### src/rtl/mdu_pkg.sv
// Shared definitions for the RV32M multiply/divide unit: default width,
// funct3 op encodings, sequencer states and the default counter width.
package mdu_pkg;

  localparam int MDU_XLEN  = 32;
  localparam int MDU_CNT_W = $clog2(MDU_XLEN);

  typedef enum logic [2:0] {
    MDU_MUL    = 3'd0,
    MDU_MULH   = 3'd1,
    MDU_MULHSU = 3'd2,
    MDU_MULHU  = 3'd3,
    MDU_DIV    = 3'd4,
    MDU_DIVU   = 3'd5,
    MDU_REM    = 3'd6,
    MDU_REMU   = 3'd7
  } mdu_op_e;

  typedef enum logic [1:0] {
    IDLE = 2'd0,
    CALC = 2'd1,
    FIX  = 2'd2,
    DONE = 2'd3
  } mdu_state_e;

endpackage

### src/rtl/mdu_step.sv
// One iteration of the unsigned datapath: shift-add multiply step or
// restoring shift-subtract divide step on the {hi,lo} working pair.
module mdu_step
  import mdu_pkg::*;
#(
  parameter int XLEN = MDU_XLEN
) (
  input  logic            i_is_div,
  input  logic [XLEN-1:0] i_hi,
  input  logic [XLEN-1:0] i_lo,
  input  logic [XLEN-1:0] i_b,
  output logic [XLEN-1:0] o_hi,
  output logic [XLEN-1:0] o_lo
);

  logic [XLEN:0]   w_sum;
  logic [XLEN:0]   w_shl;
  logic            w_ge;
  logic [XLEN-1:0] w_diff;

  always_comb begin
    w_sum  = {1'b0, i_hi} + (i_lo[0] ? {1'b0, i_b} : '0);
    w_shl  = {i_hi, i_lo[XLEN-1]};
    w_ge   = (w_shl >= {1'b0, i_b});
    // The partial remainder is below the divisor after subtraction, so XLEN bits suffice.
    w_diff = w_shl[XLEN-1:0] - i_b;
    if (i_is_div) begin
      o_hi = w_ge ? w_diff : w_shl[XLEN-1:0];
      o_lo = {i_lo[XLEN-2:0], w_ge};
    end else begin
      o_hi = w_sum[XLEN:1];
      o_lo = {w_sum[0], i_lo[XLEN-1:1]};
    end
  end

endmodule

### src/rtl/mdu_sequencer.sv
// Iterative RV32M multiply/divide unit and its sequencing FSM (stalls EX while busy).
// Define MDU_DIV_EN to build the division datapath; otherwise div/rem return 0 via the fast path.
module mdu_sequencer
  import mdu_pkg::*;
#(
  parameter int XLEN = MDU_XLEN
) (
  input  logic            clk_i,
  input  logic            rst_i,
  input  logic            start_i,
  input  logic [2:0]      op_i,
  input  logic [XLEN-1:0] rs1_i,
  input  logic [XLEN-1:0] rs2_i,
  input  logic            flush_i,
  output logic            busy_o,
  output logic            stall_o,
  output logic            done_o,
  output logic [XLEN-1:0] result_o
);

  localparam int CNT_W = $clog2(XLEN);

  function automatic logic [XLEN-1:0] cond_neg(input logic [XLEN-1:0] v, input logic neg);
    return neg ? (~v + 1'b1) : v;
  endfunction

  function automatic logic [2*XLEN-1:0] cond_neg2(input logic [2*XLEN-1:0] v, input logic neg);
    return neg ? (~v + 1'b1) : v;
  endfunction

  mdu_state_e        r_state, w_next;
  mdu_op_e           r_op, w_op;
  logic [CNT_W-1:0]  r_cnt;
  logic              r_neg, r_fast;
  logic [XLEN-1:0]   r_fast_res, r_hi, r_lo, r_b, r_result;
  logic              w_accept, w_a_sgn, w_b_sgn, w_a_neg, w_b_neg, w_fast, w_is_div;
  logic [XLEN-1:0]   w_a_mag, w_b_mag, w_fast_res, w_step_hi, w_step_lo, w_fix_res;
  logic [2*XLEN-1:0] w_prod;

  assign w_op     = mdu_op_e'(op_i);
  assign w_accept = (r_state == IDLE) && start_i && !flush_i;
  assign w_a_sgn  = (w_op == MDU_MULH) || (w_op == MDU_MULHSU) || (w_op == MDU_DIV) || (w_op == MDU_REM);
  assign w_b_sgn  = (w_op == MDU_MULH) || (w_op == MDU_DIV) || (w_op == MDU_REM);
  assign w_a_neg  = w_a_sgn && rs1_i[XLEN-1];
  assign w_b_neg  = w_b_sgn && rs2_i[XLEN-1];
  assign w_a_mag  = cond_neg(rs1_i, w_a_neg);
  assign w_b_mag  = cond_neg(rs2_i, w_b_neg);

`ifdef MDU_DIV_EN
  logic w_div_zero, w_ovf;
  assign w_div_zero = (rs2_i == '0);
  assign w_ovf      = !op_i[0] && (rs1_i == {1'b1, {(XLEN-1){1'b0}}}) && (rs2_i == '1);
  assign w_fast     = op_i[2] && (w_div_zero || w_ovf);
  assign w_is_div   = r_op[2];
  always_comb begin
    w_fast_res = '0;
    if (w_div_zero)
      w_fast_res = op_i[1] ? rs1_i : '1;
    else if (w_ovf && !op_i[1])
      w_fast_res = rs1_i;
  end
`else
  assign w_fast     = op_i[2];
  assign w_fast_res = '0;
  assign w_is_div   = 1'b0;
`endif

  mdu_step #(.XLEN(XLEN)) u_step (
    .i_is_div (w_is_div),
    .i_hi     (r_hi),
    .i_lo     (r_lo),
    .i_b      (r_b),
    .o_hi     (w_step_hi),
    .o_lo     (w_step_lo)
  );

  always_ff @(posedge clk_i or negedge rst_i) begin
    if (!rst_i) r_state <= IDLE;
    else        r_state <= w_next;
  end

  always_comb begin
    w_next = r_state;
    case (r_state)
      IDLE:    if (w_accept) w_next = w_fast ? FIX : CALC;
      CALC:    if (r_cnt == CNT_W'(XLEN-1)) w_next = FIX;
      FIX:     w_next = DONE;
      DONE:    w_next = IDLE;
      default: w_next = IDLE;
    endcase
    if (flush_i) w_next = IDLE;
  end

  // DONE drops stall so the MDU instruction retires in the same cycle it completes.
  always_comb begin
    busy_o  = (r_state != IDLE);
    stall_o = ((r_state == IDLE) && start_i) || ((r_state != IDLE) && (r_state != DONE));
    done_o  = (r_state == DONE);
  end

  // Datapath works on magnitudes; multiplier/dividend sit in lo, multiplicand/divisor in b.
  always_ff @(posedge clk_i or negedge rst_i) begin
    if (!rst_i) begin
      r_op       <= MDU_MUL;
      r_cnt      <= '0;
      r_neg      <= 1'b0;
      r_fast     <= 1'b0;
      r_fast_res <= '0;
      r_hi       <= '0;
      r_lo       <= '0;
      r_b        <= '0;
    end else if (w_accept) begin
      r_op       <= w_op;
      r_cnt      <= '0;
      r_neg      <= (op_i[2] && op_i[1]) ? w_a_neg : (w_a_neg ^ w_b_neg);
      r_fast     <= w_fast;
      r_fast_res <= w_fast_res;
      r_hi       <= '0;
      r_lo       <= op_i[2] ? w_a_mag : w_b_mag;
      r_b        <= op_i[2] ? w_b_mag : w_a_mag;
    end else if (r_state == CALC) begin
      r_hi  <= w_step_hi;
      r_lo  <= w_step_lo;
      r_cnt <= r_cnt + CNT_W'(1);
    end
  end

  assign w_prod = cond_neg2({r_hi, r_lo}, r_neg);

  always_comb begin
    w_fix_res = '0;
    case (r_op)
      MDU_MUL:                         w_fix_res = w_prod[XLEN-1:0];
      MDU_MULH, MDU_MULHSU, MDU_MULHU: w_fix_res = w_prod[2*XLEN-1:XLEN];
      MDU_DIV, MDU_DIVU:               w_fix_res = cond_neg(r_lo, r_neg);
      default:                         w_fix_res = cond_neg(r_hi, r_neg);
    endcase
    if (r_fast) w_fix_res = r_fast_res;
  end

  always_ff @(posedge clk_i or negedge rst_i) begin
    if (!rst_i)                          r_result <= '0;
    else if ((r_state == FIX) && !flush_i) r_result <= w_fix_res;
  end

  assign result_o = r_result;

endmodule
### config.mk
export PLATFORM = sky130hd
export DESIGN_NAME = mdu_sequencer
export DESIGN_NICKNAME = d
export VERILOG_FILES = /design/src/rtl/mdu_pkg.sv /design/src/rtl/mdu_step.sv /design/src/rtl/mdu_sequencer.sv
export SDC_FILE = /design/constraint.sdc
export NUM_CORES = 1
export LEC_CHECK = 0
export CAP_MARGIN = 40
export CELL_PAD_IN_SITES_DETAIL_PLACEMENT = 2
export CELL_PAD_IN_SITES_GLOBAL_PLACEMENT = 2
export CORE_ASPECT_RATIO = 1.25
export CORE_MARGIN = 2
export CORE_UTILIZATION = 40
export CTS_CLUSTER_SIZE = 25
export DETAILED_ROUTE_END_ITERATION = 16
export PLACE_DENSITY = 0.95
export RECOVER_POWER = 100
export SYNTH_ARGS = -nofsm -noshare
export SYNTH_HDL_FRONTEND = slang
export SYNTH_HIERARCHICAL = 1
export SYNTH_SLANG_ARGS = --single-unit
### constraint.sdc
create_clock -name clk_i -period 5.9 [get_ports clk_i]
set_input_delay 0.59 -clock clk_i [delete_from_list [all_inputs] [get_ports clk_i]]
set_output_delay 0.59 -clock clk_i [all_outputs]
set_load 0.005 [all_outputs]
==> results.yml <==
run_status:
  status: "complete, but fails checks"
  violations: "capacitance limit, slew limit"
logic_synthesis:
  syn_area_um2: 14400
  synth.distinct_cells: 95
  synth-seq-cells: 139
  synthCells: 1763
  synthArstFlopShare_pct: 100
  synth_warnings: 6
  ys_seq_area_share_pct: 24.1
  syn-num-nets: 1910
  synth-edff-count: 0
  avgSynthCellArea_um2: 8.17
  synthFlopType: "dfrtp_1"
timing:
  rsz0062_at_grt: "false"
  whs_ps: 169
  finalHoldViolations: 0
  clock_skew_ps: 16.0
  finalSetupTns_ps: 0
  finalMaxSlewViolations: 180
  period_share_pct: 83.4
  setup_viol: 0
  fmax_ghz: 0.203
  worstMarginPinSlew_ps: 3520
  slew_headroom_pct: -135
  fin_crit_ps: 4920
global_routing:
  use_met1_pct: 47.8
  grt_pass1_vias: 18800
  met2_usage_pct: 74.5
  top_usage_layer: "met2"
  antenna_found_initial: 8
  grt_usage_pct: 44.6
  grt_start_max_net_pins: 82
  grt_pass1_wl_um: 126000
  grt_use_met3_pct: 11.1
  grt_overflow: 0
clock_network:
  cts-root-buf: "clkbuf_16"
  cts_resized: 0
  htree_levels: 4
  cts.clk_slew.worst_paths_ps: 70
  hold_buffers: 0
  worstSkewPairLatency_ps: 490
  cts_buffer_depth: 2
  cts_setup_buffers: 0
  cts_tree: "done"
  cts_sinks: 139
  cts_inserted_buffers: 17
routing:
  wire_per_inst_um: 36.8
  route.final.wire_length_um: 84700
  ant_nets: 0
  vias: 17200
  dr.first_iter.drc_count: 1845
  dr.pass1.iters: 8
  drc: 0
  vias_per_cell: 7.48
setup_path:
  required_ps: 6170
  worstPathMaxFanout: 31
  cp-end-kind: "register"
  path_class: "register to register"
  worstSetupStartpointType: "register"
  crit_arrival_ps: 5190
die:
  die_h_um: 216
  die_area_um2: 37600
  num_rows: 77
  die_w_um: 174
  initial_core_util_pct: 40.6
  ios: 106
  core_um2: 35500
pwr:
  leakage_uw: 0.00688
  vdd_drop_max_mv: 0.281
  powerDensity_nw_per_um2: 660
min_path:
  hold_class: "input pin to async pin"
flow_run:
  cap_violations: 4
placed_design:
  gp_congestion: 0.947
  placement.io_buffers: 105
  dp_hpwl_um: 53400
  placed_area_um2: 15900
finish:
  drive_gt1_share_pct: 7.34
  fin_nets: 1960
  final_cell_area_um2: 16400
  area_growth_pct: 13.8
  n_antenna_cell: 0
==> worst paths after layout <==
check	start	to	slack (ps)	cells past startpoint
worst max-delay path	r_lo[0]	r_hi[24]	980	14
max in group asynchronous	rst_i	r_b[9]	1200	3
min in group clk_i	result_o[2]	result_o[2]	550	2
worst max register to register	r_lo[0]	r_hi[24]	980	14
worst min-delay path	rst_i	r_lo[6]	170	1
worst min register to register	result_o[2]	result_o[2]	550	2
==> flip-flops by register name (all words and copies together) (netlist names) <==
signal / count
r_hi: 32
r_lo: 32
r_op: 3
r_neg: 1
r_cnt: 5
r_state: 2
r_b: 32
result_o: 32
==> through the flow <==
stage,setup WS (ps),std cells,power (uW),util [%]
2_1_floorplan,2300,1763,6170,-
5_1_grt,624,2300,11100,46.3
3_3_place_gp,1910,2258,7930,44.5
3_5_place_dp,1670,2266,8700,44.8
6_report,981,2300,10800,46.3
4_1_cts,1340,2298,10400,46.6
==> worst max-delay path, stage by stage (launching register included) <==
cell,delay (ps)
dfrtp_1,540
buf_4,400
and2_0,320
ha_1,340
a211oi_1,330
o211ai_1,220
a21oi_1,420
a211oi_1,280
a21o_1,330
o2bb2ai_1,300
o41ai_1,570
mux2i_1,300
o211ai_1,120
mux2i_1,160
nor2_1,60
==> cells in the final DEF (no fill, tap or decap), types with 15 or more instances in the layout <==
cell type,n
mux2i_1,106
dfrtp_1,138
and2_1,37
nand3_1,36
xnor2_1,85
o31ai_1,25
clkdlybuf4s50_1,66
nor3_1,45
nand2_1,138
xor2_1,63
o211ai_1,22
inv_1,75
nor4_1,33
ha_1,73
nor2_1,137
o21ai_0,106
a31oi_1,22
o221ai_1,24
dlygate4sd3_1,37
or4_1,15
nand4_1,22
a21o_1,38
nand2b_1,15
a21oi_1,107
or3_1,16
a22oi_1,18
mux2_2,48
clkbuf_16,17
==> layout make-up <==
class	instances	area, um^2
Fill cell	3889	19000
Multi-Input combinational cell	1450	10200
Sequential cell	139	3480
Timing Repair Buffer	128	1190
Tap cell	474	593
Clock buffer	18	429
Inverter	77	289
Clock inverter	14	195
==> per-layer routing <==
metal,share of wire [%],up-vias
li1,-,6668
met1,35,8643
met2,47,1311
met3,8.5,571
met4,9.8,4
met5,0.033,-
==> cell usage after synthesis (8+ instances only) <==
master    instances  area share [%]
a211oi_1         10            0.52
a21o_1           38             2.0
a21oi_1         107             3.7
a221oi_1          8            0.49
a222oi_1         13            0.90
a22oi_1          18            0.94
a31oi_1          22            0.96
and2_1           38             1.6
and3_1           10            0.43
buf_1            19            0.49
clkbuf_1         70             1.8
dfrtp_1         139              24
ha_1             74             6.4
inv_1            75             2.0
mux2_2           49             3.8
mux2i_1         106             7.4
nand2_1         138             3.6
nand2b_1         15            0.65
nand3_1          36             1.3
nand4_1          21            0.91
nor2_1          137             3.6
nor2b_1           9            0.39
nor3_1           45             1.6
nor4_1           33             1.4
o211ai_1         21             1.1
o21a_1           14            0.73
o21ai_0          95             3.3
o21ai_1          15            0.52
o21bai_1         12            0.63
o221ai_1         24             1.5
o31ai_1          25             1.3
o41ai_1          14            0.85
or2_2             8            0.35
or3_1            16            0.69
or4_1            14            0.73
xnor2_1          85             5.2
xor2_1           63             3.8
==> cell families after synthesis <==
logic type / after synthesis / synth area share [%]
AO/OA/AOI/OAI: 513 / 24.3
buffers and inverters: 174 / 4.72
other: 1 / 0.0260
multiplexers: 155 / 11.2
adder cells (fa/ha/maj): 76 / 6.70
XOR/XNOR: 148 / 8.99
flip-flops: 139 / 24.1
AND/OR/NAND/NOR: 557 / 19.9
==> report_power, final <==
| group | internal, uW | total [uW] | switching (uW) |
|---|---|---|---|
| clock network | 708 | 1250 | 539 |
| registers | 1370 | 2470 | 1100 |
| logic | 2570 | 7100 | 4530 |
| total | 4650 | 10800 | 6170 |
Note: power is estimated with default switching activity, not from simulation.
